### src/rtl/hazard_if.sv
// Hazard-unit signal bundle: pipeline-stage operand/destination info in, stall/flush/redirect
// controls and the interrupt/performance state out. The core drives it (master); the unit sinks it (slave).
interface hazard_if #(
  parameter int REG_W  = 4,
  parameter int NSRC   = 2,
  parameter int ADDR_W = 16,
  parameter int CNT_W  = 16
);
  logic                    int_req_i;
  logic [ADDR_W-1:0]       epc_i;
  logic                    ram2_conflict_i;
  logic                    memread_ex_i;
  logic [REG_W-1:0]        regdst_ex_i;
  logic                    memread_mem_i;
  logic [REG_W-1:0]        regdst_mem_i;
  logic [NSRC*REG_W-1:0]   regsrc_id_i;
  logic [NSRC-1:0]         srcvalid_id_i;
  logic                    isjump_i;
  logic                    isbranch_i;
  logic                    prediction_i;
  logic                    ifbranch_i;
  logic                    stall_pc_o;
  logic                    stall_if_o;
  logic                    flush_if_o;
  logic                    flush_id_o;
  logic                    flush_ex_o;
  logic                    jr_o;
  logic                    prewrong_o;
  logic                    precorrc_o;
  logic                    isintzero_o;
  logic                    int_ack_o;
  logic [ADDR_W-1:0]       epc_o;
  logic [CNT_W-1:0]        stall_cnt_o;
  logic [CNT_W-1:0]        mispred_cnt_o;

  modport master (
    output int_req_i, epc_i, ram2_conflict_i, memread_ex_i, regdst_ex_i,
           memread_mem_i, regdst_mem_i, regsrc_id_i, srcvalid_id_i,
           isjump_i, isbranch_i, prediction_i, ifbranch_i,
    input  stall_pc_o, stall_if_o, flush_if_o, flush_id_o, flush_ex_o, jr_o,
           prewrong_o, precorrc_o, isintzero_o, int_ack_o, epc_o,
           stall_cnt_o, mispred_cnt_o
  );

  modport slave (
    input  int_req_i, epc_i, ram2_conflict_i, memread_ex_i, regdst_ex_i,
           memread_mem_i, regdst_mem_i, regsrc_id_i, srcvalid_id_i,
           isjump_i, isbranch_i, prediction_i, ifbranch_i,
    output stall_pc_o, stall_if_o, flush_if_o, flush_id_o, flush_ex_o, jr_o,
           prewrong_o, precorrc_o, isintzero_o, int_ack_o, epc_o,
           stall_cnt_o, mispred_cnt_o
  );
endinterface

### src/rtl/hazard_unit_p.sv
// Pipeline hazard/interrupt controller: load-use and jr/branch-vs-load detection, multi-cycle
// load stalls, edge-armed interrupt FSM with EPC capture, saturating stall/mispredict counters.
module hazard_unit_p #(
  parameter int REG_W      = 4,
  parameter int NSRC       = 2,
  parameter int ADDR_W     = 16,
  parameter int LOAD_STALL = 1,
  parameter int INT_FLUSH  = 1,
  parameter int CNT_W      = 16
) (
  input  logic    CLK,
  input  logic    RST,
  hazard_if.slave hz
);

  typedef enum logic [1:0] {
    ST_RUN    = 2'd0,
    ST_LSTALL = 2'd1,
    ST_INT    = 2'd2
  } state_t;

  localparam logic [CNT_W-1:0] CNT_MAX = {CNT_W{1'b1}};
  localparam logic [CNT_W-1:0] CNT_ONE = {{(CNT_W-1){1'b0}}, 1'b1};
  localparam logic [2:0]       LS_INIT = 3'(LOAD_STALL - 1);
  localparam logic [2:0]       IF_INIT = 3'(INT_FLUSH);

  state_t              state;
  logic [2:0]          cnt;
  logic                armed;
  logic [ADDR_W-1:0]   epc;
  logic [CNT_W-1:0]    stall_cnt;
  logic [CNT_W-1:0]    mispred_cnt;

  logic lu_hit;
  logic jb_hit;
  logic in_int;
  logic int_take;
  logic stall;
  logic prewrong;
  logic precorrc;
  logic jr;

  // Hazard detection and stall/redirect priority (interrupt > stall > redirect)
  always_comb begin
    lu_hit = 1'b0;
    for (int k = 0; k < NSRC; k++) begin
      if (hz.memread_ex_i && hz.srcvalid_id_i[k] &&
          (hz.regsrc_id_i[k*REG_W +: REG_W] == hz.regdst_ex_i)) begin
        lu_hit = 1'b1;
      end else begin
        lu_hit = lu_hit;
      end
    end
    jb_hit   = (hz.isjump_i | hz.isbranch_i) & hz.memread_mem_i & hz.srcvalid_id_i[0] &
               (hz.regsrc_id_i[REG_W-1:0] == hz.regdst_mem_i);
    in_int   = (state == ST_INT);
    int_take = ~in_int & hz.int_req_i & armed;
    stall    = (lu_hit | jb_hit | hz.ram2_conflict_i | (state == ST_LSTALL)) & ~in_int & ~int_take;
    prewrong = hz.isbranch_i & (hz.prediction_i ^ hz.ifbranch_i) & ~stall & ~int_take;
    precorrc = hz.isbranch_i & ~(hz.prediction_i ^ hz.ifbranch_i) & ~stall & ~int_take;
    jr       = hz.isjump_i & ~stall & ~int_take;
  end

  // Output drive; everything reads as zero while reset is asserted
  always_comb begin
    hz.stall_pc_o    = 1'b0;
    hz.stall_if_o    = 1'b0;
    hz.flush_if_o    = 1'b0;
    hz.flush_id_o    = 1'b0;
    hz.flush_ex_o    = 1'b0;
    hz.jr_o          = 1'b0;
    hz.prewrong_o    = 1'b0;
    hz.precorrc_o    = 1'b0;
    hz.isintzero_o   = 1'b0;
    hz.int_ack_o     = 1'b0;
    hz.epc_o         = '0;
    hz.stall_cnt_o   = '0;
    hz.mispred_cnt_o = '0;
    if (RST) begin
      hz.epc_o = '0;
    end else begin
      hz.stall_pc_o    = stall;
      hz.stall_if_o    = stall;
      hz.flush_if_o    = prewrong | jr | int_take;
      hz.flush_id_o    = stall | in_int | int_take;
      hz.flush_ex_o    = in_int;
      hz.jr_o          = jr;
      hz.prewrong_o    = prewrong;
      hz.precorrc_o    = precorrc;
      hz.isintzero_o   = in_int;
      hz.int_ack_o     = int_take;
      hz.epc_o         = epc;
      hz.stall_cnt_o   = stall_cnt;
      hz.mispred_cnt_o = mispred_cnt;
    end
  end

  // Control FSM, EPC capture, interrupt re-arm and performance counters
  always_ff @(posedge CLK) begin
    if (RST) begin
      state       <= ST_RUN;
      cnt         <= 3'd0;
      armed       <= 1'b1;
      epc         <= '0;
      stall_cnt   <= '0;
      mispred_cnt <= '0;
    end else begin
      // A request held across the flush window must drop before it can be taken again
      if (!hz.int_req_i) begin
        armed <= 1'b1;
      end else if (int_take) begin
        armed <= 1'b0;
      end else begin
        armed <= armed;
      end

      case (state)
        ST_RUN: begin
          if (int_take) begin
            state <= ST_INT;
            cnt   <= IF_INIT;
            epc   <= hz.epc_i;
          end else if ((LOAD_STALL > 1) && lu_hit) begin
            state <= ST_LSTALL;
            cnt   <= LS_INIT;
          end else begin
            state <= ST_RUN;
          end
        end
        ST_LSTALL: begin
          if (int_take) begin
            state <= ST_INT;
            cnt   <= IF_INIT;
            epc   <= hz.epc_i;
          end else if (cnt == 3'd1) begin
            state <= ST_RUN;
            cnt   <= 3'd0;
          end else begin
            cnt   <= cnt - 3'd1;
          end
        end
        ST_INT: begin
          if (cnt == 3'd1) begin
            state <= ST_RUN;
            cnt   <= 3'd0;
          end else begin
            cnt   <= cnt - 3'd1;
          end
        end
        default: begin
          state <= ST_RUN;
          cnt   <= 3'd0;
        end
      endcase

      if (stall && (stall_cnt != CNT_MAX)) begin
        stall_cnt <= stall_cnt + CNT_ONE;
      end else begin
        stall_cnt <= stall_cnt;
      end

      if (prewrong && (mispred_cnt != CNT_MAX)) begin
        mispred_cnt <= mispred_cnt + CNT_ONE;
      end else begin
        mispred_cnt <= mispred_cnt;
      end
    end
  end

endmodule

### src/flat_wrapper.sv
// flat-port wrapper written by rule: the top's interface ports become plain ports
module hazard_unit_p_flat 
#(
  parameter int REG_W      = 4,
  parameter int NSRC       = 2,
  parameter int ADDR_W     = 16,
  parameter int LOAD_STALL = 1,
  parameter int INT_FLUSH  = 1,
  parameter int CNT_W      = 16
)
  (CLK, RST, hz_int_req_i, hz_epc_i, hz_ram2_conflict_i, hz_memread_ex_i, hz_regdst_ex_i, hz_memread_mem_i, hz_regdst_mem_i, hz_regsrc_id_i, hz_srcvalid_id_i, hz_isjump_i, hz_isbranch_i, hz_prediction_i, hz_ifbranch_i, hz_stall_pc_o, hz_stall_if_o, hz_flush_if_o, hz_flush_id_o, hz_flush_ex_o, hz_jr_o, hz_prewrong_o, hz_precorrc_o, hz_isintzero_o, hz_int_ack_o, hz_epc_o, hz_stall_cnt_o, hz_mispred_cnt_o);
  hazard_if #(.REG_W(REG_W), .NSRC(NSRC), .ADDR_W(ADDR_W), .CNT_W(CNT_W)) hz_i ();
  input  logic CLK;
  input  logic RST;
  input wire logic [$bits(hz_i.int_req_i)-1:0] hz_int_req_i;
  input wire logic [$bits(hz_i.epc_i)-1:0] hz_epc_i;
  input wire logic [$bits(hz_i.ram2_conflict_i)-1:0] hz_ram2_conflict_i;
  input wire logic [$bits(hz_i.memread_ex_i)-1:0] hz_memread_ex_i;
  input wire logic [$bits(hz_i.regdst_ex_i)-1:0] hz_regdst_ex_i;
  input wire logic [$bits(hz_i.memread_mem_i)-1:0] hz_memread_mem_i;
  input wire logic [$bits(hz_i.regdst_mem_i)-1:0] hz_regdst_mem_i;
  input wire logic [$bits(hz_i.regsrc_id_i)-1:0] hz_regsrc_id_i;
  input wire logic [$bits(hz_i.srcvalid_id_i)-1:0] hz_srcvalid_id_i;
  input wire logic [$bits(hz_i.isjump_i)-1:0] hz_isjump_i;
  input wire logic [$bits(hz_i.isbranch_i)-1:0] hz_isbranch_i;
  input wire logic [$bits(hz_i.prediction_i)-1:0] hz_prediction_i;
  input wire logic [$bits(hz_i.ifbranch_i)-1:0] hz_ifbranch_i;
  output wire logic [$bits(hz_i.stall_pc_o)-1:0] hz_stall_pc_o;
  output wire logic [$bits(hz_i.stall_if_o)-1:0] hz_stall_if_o;
  output wire logic [$bits(hz_i.flush_if_o)-1:0] hz_flush_if_o;
  output wire logic [$bits(hz_i.flush_id_o)-1:0] hz_flush_id_o;
  output wire logic [$bits(hz_i.flush_ex_o)-1:0] hz_flush_ex_o;
  output wire logic [$bits(hz_i.jr_o)-1:0] hz_jr_o;
  output wire logic [$bits(hz_i.prewrong_o)-1:0] hz_prewrong_o;
  output wire logic [$bits(hz_i.precorrc_o)-1:0] hz_precorrc_o;
  output wire logic [$bits(hz_i.isintzero_o)-1:0] hz_isintzero_o;
  output wire logic [$bits(hz_i.int_ack_o)-1:0] hz_int_ack_o;
  output wire logic [$bits(hz_i.epc_o)-1:0] hz_epc_o;
  output wire logic [$bits(hz_i.stall_cnt_o)-1:0] hz_stall_cnt_o;
  output wire logic [$bits(hz_i.mispred_cnt_o)-1:0] hz_mispred_cnt_o;
  assign hz_i.int_req_i = hz_int_req_i;
  assign hz_i.epc_i = hz_epc_i;
  assign hz_i.ram2_conflict_i = hz_ram2_conflict_i;
  assign hz_i.memread_ex_i = hz_memread_ex_i;
  assign hz_i.regdst_ex_i = hz_regdst_ex_i;
  assign hz_i.memread_mem_i = hz_memread_mem_i;
  assign hz_i.regdst_mem_i = hz_regdst_mem_i;
  assign hz_i.regsrc_id_i = hz_regsrc_id_i;
  assign hz_i.srcvalid_id_i = hz_srcvalid_id_i;
  assign hz_i.isjump_i = hz_isjump_i;
  assign hz_i.isbranch_i = hz_isbranch_i;
  assign hz_i.prediction_i = hz_prediction_i;
  assign hz_i.ifbranch_i = hz_ifbranch_i;
  assign hz_stall_pc_o = hz_i.stall_pc_o;
  assign hz_stall_if_o = hz_i.stall_if_o;
  assign hz_flush_if_o = hz_i.flush_if_o;
  assign hz_flush_id_o = hz_i.flush_id_o;
  assign hz_flush_ex_o = hz_i.flush_ex_o;
  assign hz_jr_o = hz_i.jr_o;
  assign hz_prewrong_o = hz_i.prewrong_o;
  assign hz_precorrc_o = hz_i.precorrc_o;
  assign hz_isintzero_o = hz_i.isintzero_o;
  assign hz_int_ack_o = hz_i.int_ack_o;
  assign hz_epc_o = hz_i.epc_o;
  assign hz_stall_cnt_o = hz_i.stall_cnt_o;
  assign hz_mispred_cnt_o = hz_i.mispred_cnt_o;
  hazard_unit_p #(.REG_W(REG_W), .NSRC(NSRC), .ADDR_W(ADDR_W), .LOAD_STALL(LOAD_STALL), .INT_FLUSH(INT_FLUSH), .CNT_W(CNT_W)) u_core (.CLK(CLK), .RST(RST), .hz(hz_i));
endmodule
### config.mk
export PLATFORM = sky130hd
export DESIGN_NAME = hazard_unit_p_flat
export DESIGN_NICKNAME = d
export VERILOG_FILES = /design/src/rtl/hazard_if.sv /design/src/rtl/hazard_unit_p.sv /design/src/flat_wrapper.sv
export SDC_FILE = /design/constraint.sdc
export NUM_CORES = 1
export LEC_CHECK = 0
export ABC_AREA = 1
export ABC_CLOCK_PERIOD_IN_PS = 4810
export BUFFER_PORTS_ARGS = -buffer_cell sky130_fd_sc_hd__buf_2
export CAP_MARGIN = 10
export CORE_MARGIN = 5
export CORE_UTILIZATION = 52
export CTS_BUF_LIST = sky130_fd_sc_hd__clkbuf_8 sky130_fd_sc_hd__clkbuf_16
export DETAILED_ROUTE_END_ITERATION = 6
export HOLD_SLACK_MARGIN = 0.06
export PLACE_DENSITY = 0.92
export SLEW_MARGIN = 5
export SYNTH_ARGS = -nofsm -noshare
export SYNTH_HDL_FRONTEND = slang
export SYNTH_SLANG_ARGS = --single-unit
### constraint.sdc
create_clock -name CLK -period 4.81 [get_ports CLK]
set_input_delay 0.7215 -clock CLK [delete_from_list [all_inputs] [get_ports CLK]]
set_output_delay 0.7215 -clock CLK [all_outputs]
set_load 0.05 [all_outputs]
==> metrics, run 1 <==
static leakage=0.00207 uW; Worst setup EP type=primary output; overall power=about 1100 uW; Post-Syn Area=approximately 3400 um2; die width=91.3 um; Unique masters post-synth=30; pre-CTS setup slack=1600 ps; Die H=91.3 um; n_diodes=0; worst skew pair latency=300 ps; initial drt markers=254; Detailed Place HPWL=6450 um; Reg2Reg Depth=9; DR WL met2=around 4300 um; initial antenna violation count=0; headroom to the max-slew limit=42.1%; Post-Route Utilization=63.0%; critical path endpoint=hz_flush_if_o; Compound-Gate Fraction of Synth Area=around 7.7%; largest family of logic cells by synthesized area=simple AND/OR/NAND/NOR gates; IO Count=102; CP required=4090 ps; GPL Wtd Cong=roughly 0.9; H-Tree Level Count=2; Setup TNS=0 ps; CTS max path bufs=2; Reg clk slew, reported paths=90 ps; Port Buffers=101; Post-Synth Simple-Gate Area=approximately two fifths; Switching Share=36.3%; internal power=670 uW; Fmax achieved=0.308 GHz; met3 wire len=roughly 700 um; first-pass GRT wire length=approximately 15000 um; share of cells above drive strength 1=about a fifth; Vias=3783; max cap viols=0; vias per std cell=5.22; total net switching power=382 uW; Syn Inst Count=563; Hold Crit Class=reg -> reg; post-synthesis mux area share=0%; Highest Signal Layer=met4; TritonCTS Buffers=5; power per cell area=261 nW/um2; Post-CTS Resized=0; R2R setup slack=2660 ps; Post-Synth XOR/XNOR Area=4.33%; Mapped Nets=611; Nets=695; critical-path maximum fanout=29; Cell Rows=29; Worst R2R End=u_core.stall_cnt[7]$_SDFFE_PP0P_; Critical Path AT=2520 ps; core area=6390 um2; nature of the critical path startpoint=input port; Worst Path Class, Setup=in -> out; Yosys Warn Count=0; antenna viol nets, final=0; WL met1=3630 um; total track usage=20.4%; residual overflow from global routing=0; vias in the first global route=3639; Synth Area in Adders=1.46%; Initial DRT Pass Iterations=5; Slew Viols, Final=0; final hold violations=0; Clock Skews=9.10 ps; setup slack after layout=1570 ps; TritonCTS Sinks=54; status=finished clean; sequential power share=a little under half; Setup Buffers After CTS=0; Avg Synthesized Cell Area=6.11 um2; Starting Density=a little over half; clock power share=24.8%; Slew @ Worst Pin=868 ps; largest net degree at the start of global routing=86; hold_buf cts=0; peak supply drop=0.275 mV; RSZ-0062 raised after global routing=no; sequential area share after synthesis=31.4%; Final Critical Period=3240 ps; reg2reg start=u_core.stall_cnt[0]$_SDFFE_PP0P_; #FFs+latches synth=54; Comb pwr share=~29%; Final Setup Violations=0; Syn-to-layout area delta=17.0%; Final Cycle Share=roughly 67%; total wire length=8740 um; die area=8340 um2; CP Launch Point=hz_int_req_i; Post-route DRC=0; CTS tree=yes; clk root buf=clkbuf_8; WL per Instance=roughly 12 um
==> cell type report <==
type                    count  area (um2)
fillers                   574        2360
multi-input cells         385        1870
flip-flops and latches     54        1080
repair buffers            103         520
inverters                  98         368
well taps                  77        96.3
clock buffers               6        82.6
clock inverters             2        8.76
==> synth_stat cells, drive strengths merged <==
cell type  number  area, um2
a211oi          8       60.1
a21oi          24        120
a31oi           1       6.26
buf            12       72.6
clkbuf         14       52.6
dfxtp          54       1080
ha              4       50.1
inv            98        368
nand2         111        424
nand3          36        200
nand4          27        169
nor2          126        493
nor3           15        103
nor4            2       12.5
o211ai          1       7.51
o21ai          11       55.1
o31ai           1       7.51
o32ai           1       8.76
xnor2           2       17.5
xor2           15        131
==> power by group through the flow <==
stage | Clock (uW) | Combinational (uW) | Sequential, uW
final | 261 | 301 | 490
after global routing | 291 | 333 | 493
after CTS | 268 | 301 | 490
after detailed placement | 0 | 299 | 501
after global placement | 0 | 288 | 499
after floorplan | 0 | 237 | 497
==> registers in the layout, indices dropped and copies added, names as in the netlist <==
| register | count |
|---|---|
| u_core.mispred_cnt | 16 |
| u_core.cnt | 3 |
| u_core.armed | 1 |
| u_core.epc | 16 |
| u_core.stall_cnt | 16 |
| u_core.state | 2 |
==> placed cells by master (no fill, tap or decap), types with 3 or more instances in the layout <==
master / Yosys / final
nor2_1: 122 / 122
nand2_1: 108 / 108
buf_2: 4 / 101
inv_1: 96 / 97
dfxtp_1: 54 / 54
nand3_1: 32 / 32
nand4_1: 27 / 27
a21oi_1: 24 / 24
xor2_1: 15 / 15
nor3_1: 12 / 12
o21ai_0: 11 / 11
a211oi_1: 8 / 8
clkbuf_8: 0 / 6
nand3_2: 4 / 4
ha_1: 4 / 4
nand2_2: 3 / 3
==> worst min-delay path by stage <==
| stage | from | end | cells past startpoint | slack (ps) |
|---|---|---|---|---|
| floorplan | u_core.epc[10]$_SDFFE_PP0P_ | u_core.epc[10]$_SDFFE_PP0P_ | 2 | 430 |
| global placement | u_core.epc[14]$_SDFFE_PP0P_ | u_core.epc[14]$_SDFFE_PP0P_ | 2 | 440 |
| detailed placement | u_core.epc[11]$_SDFFE_PP0P_ | u_core.epc[11]$_SDFFE_PP0P_ | 2 | 450 |
| CTS | u_core.epc[11]$_SDFFE_PP0P_ | u_core.epc[11]$_SDFFE_PP0P_ | 2 | 460 |
| global route | u_core.epc[10]$_SDFFE_PP0P_ | u_core.epc[10]$_SDFFE_PP0P_ | 2 | 480 |
| finish | u_core.epc[11]$_SDFFE_PP0P_ | u_core.epc[11]$_SDFFE_PP0P_ | 2 | 460 |
==> critical path, cell delays in order <==
cell	delay, ps
buf_2	90
inv_1	60
nor3_4	380
nor2_2	240
nand2_1	120
buf_4	290
nand2_1	120
nand3_1	100
nand2_1	60
inv_1	70
buf_2	260
==> metal layers <==
| metal | track usage, % | vias to the layer above |
|---|---|---|
| met3 | 4.55 | 14 |
| li1 | - | 1920 |
| met2 | 37.7 | 158 |
| met4 | 6.36 | 0 |
| met5 | 0 | - |
| met1 | 23.2 | 1691 |
==> metrics by stage <==
step | hold WS, ps | area (um2) | std cells
2_1_floorplan | 430 | 3440 | 563
3_3_place_gp | 442 | 3930 | 717
3_5_place_dp | 449 | 3930 | 717
4_1_cts | 465 | 4020 | 725
5_1_grt | 480 | 4020 | 725
6_report | 464 | 4020 | 725
==> cell families after synthesis <==
kind of cell	Yosys count
AND/OR/NAND/NOR	317
buffers and inverters	124
flip-flops	54
AO/OA/AOI/OAI	47
XOR/XNOR	17
adder cells (fa/ha/maj)	4
Note: power is estimated with default switching activity, not from simulation.
==> inputs of run 2 (changes only) <==
ABC_AREA = 0   (was 1)
ABC_CLOCK_PERIOD_IN_PS = 2850   (was 4810)
CORE_UTILIZATION = 46   (was 52)
PLACE_DENSITY = 0.89   (was 0.92)
clock period = 2.85 ns   (was 4.81 ns; I/O delays follow)
==> run 2 against run 1 <==
  * Clock-buffer cell count unchanged
  * Register-to-register slack got worse by 1800 ps
  * Cell count decreased by 27%
  * Critical endpoint unchanged
  * Highest routed layer unchanged
==> metrics, run 2 <==
clk root buf=clkbuf_8; Mapped Nets=407; IO Count=102; Synth area leader=dfxtp_1; commonest non-fill, non-tap cells in the layout=101 x buf_2, 54 x dfxtp_1, 53 x nor2b_1, 31 x nor2_1, 19 x a21oi_1; Post-synth ARST share=0%; Avg Synthesized Cell Area=8.35 um2; TritonCTS Sinks=54; worst skew pair latency=roughly 300 ps; total wire length=7170 um; initial antenna violation count=0; Slew Viols, Final=0; internal power=around 1100 uW; sequential area share after synthesis=36.1%; die width=just over 90 um; Post-route DRC=0; Fill cells=575; largest net degree at the start of global routing=96; largest registers=u_core.epc x16, u_core.mispred_cnt x16, u_core.stall_cnt x16; Final Cycle Share=84.8%; power per cell area=440 nW/um2; clock power share=27.8%; #FFs+latches synth=54; Initial DRT Pass Iterations=4; Slew @ Worst Pin=1060 ps; Syn Inst Count=about 360; n_diodes=0; final hold violations=0; Post-CTS Resized=0; Final Setup Violations=0; Fmax achieved=0.414 GHz; RSZ-0062 raised after global routing=no; total track usage=about 17%; residual overflow from global routing=0; antenna viol nets, final=0; Detailed Place HPWL=around 5400 um; Layout Cells excl Fill=527; Hold WS=350 ps; status=finished clean; core area=6350 um2; Die H=90.7 um; top cells by area, synth=dfxtp_1 36%, nor2b_1 11%, mux2_2 6.0%; Syn-to-layout area delta=21.3%; Vias=2903; overall power=about 1600 uW; Synth top area share=between 30% and 40%; total net switching power=around 500 uW; CP required=about 2400 ps; Reg area=1080 um2; Critical Path AT=just under 2000 ps; CTS tree=yes; most common cell after layout, fill and taps aside=buf_2; sequential power share=between 50% and 60%; Unique masters post-synth=44; multi-input logic area=1780 um2; Port Buffers=101; nature of the critical path startpoint=input port; Worst Path Class, Setup=in -> out; Hold Crit Class=in -> reg; max cap viols=0; Yosys Warn Count=0; static leakage=0.00168 uW; number of flops mapped to enable cells by yosys=0; Post-Syn Area=3000 um2; headroom to the max-slew limit=29.2%; critical-path maximum fanout=10; hold_buf cts=0; TritonCTS Buffers=5; Clock Skews=just over 9 ps; vias in the first global route=2754; Reg clk slew, reported paths=90 ps; Final Critical Period=2420 ps; initial drt markers=113; top-count cell post-synth=dfxtp_1; vias per std cell=5.51; Setup Buffers After CTS=0; leading register cell type out of synthesis=dfxtp_1; H-Tree Level Count=2; Comb pwr share=a little over a fifth; peak supply drop=between 0.3 and 0.4 mV; WL per Instance=13.6 um; pre-CTS setup slack=slightly below 400 ps; Switching Share=30.9%; Starting Density=47.2%; Nets=497; die area=8230 um2; GPL Wtd Cong=0.919; Worst setup EP type=primary output; CTS max path bufs=2; first-pass GRT wire length=12000 um; Inst Count DP=519; Cell Rows=29; setup slack after layout=between 400 and 500 ps; Synth top cells by count=54 x dfxtp_1, 53 x nor2b_1, 32 x nor2_1; share of cells above drive strength 1=a little under a third
[run 2: worst max-delay path, stage by stage]
cell      delay, ps
buf_2           120
xor2_1          170
nor3_1           80
a211oi_2        300
a31o_2          330
o21ai_0         120
a21oi_1         150
buf_2           280
[run 2: kinds of logic after synthesis]
kind of cell	synth area share, %
xor gates and xnor gates	3.80
and+or+nand+nor	31.9
AOI/OAI and AO/OA	15.8
adders and majority gates	1.67
DFF	36.1
buffers and inverters	4.72
muxes	6.01
[run 2: path summary, 6_finish.rpt]
check | start | to | slack, ps | cells past startpoint
worst min register to register | u_core.mispred_cnt[4]$_SDFFE_PP0P_ | u_core.mispred_cnt[4]$_SDFFE_PP0P_ | 510 | 2
worst min-delay path | hz_epc_i[13] | u_core.epc[13]$_SDFFE_PP0P_ | 350 | 2
worst max-delay path | hz_regsrc_id_i[3] | hz_flush_if_o | 430 | 8
worst max register to register | u_core.state[0]$_SDFF_PP0_ | u_core.stall_cnt[8]$_SDFFE_PP0P_ | 820 | 6
[run 2: cell type report]
class	instances	area share [%]
Clock buffer	6	2.27
Clock inverter	2	0.344
Sequential cell	54	29.8
Multi-Input combinational cell	276	49.1
Tap cell	77	2.65
Inverter	6	0.620
Timing Repair Buffer	106	15.3
[run 2: layer usage]
| metal | wire (um) | vias up | GRT usage, % |
|---|---|---|---|
| met3 | 499 | 8 | 4.75 |
| met2 | 3490 | 77 | 30.1 |
| met4 | 87 | 0 | 4.71 |
| li1 | - | 1471 | - |
| met5 | 0 | - | 0 |
| met1 | 3100 | 1347 | 19.4 |
[run 2: power by group through the flow]
stage / Clock [uW] / Sequential, uW / Combinational [uW]
global route: 489 / 810 / 382
global placement: 0 / 821 / 344
finish: 444 / 805 / 351
CTS: 463 / 805 / 353
detailed placement: 0 / 823 / 352
floorplan: 0 / 818 / 264
[run 2: through the flow]
stage,TNS (ps),area [um2],utilization (%)
6_report,0,3630,57.2
5_1_grt,0,3630,57.2
4_1_cts,0,3630,57.2
3_5_place_dp,0,3540,55.7
3_3_place_gp,0,3540,55.7
2_1_floorplan,-181,3010,-
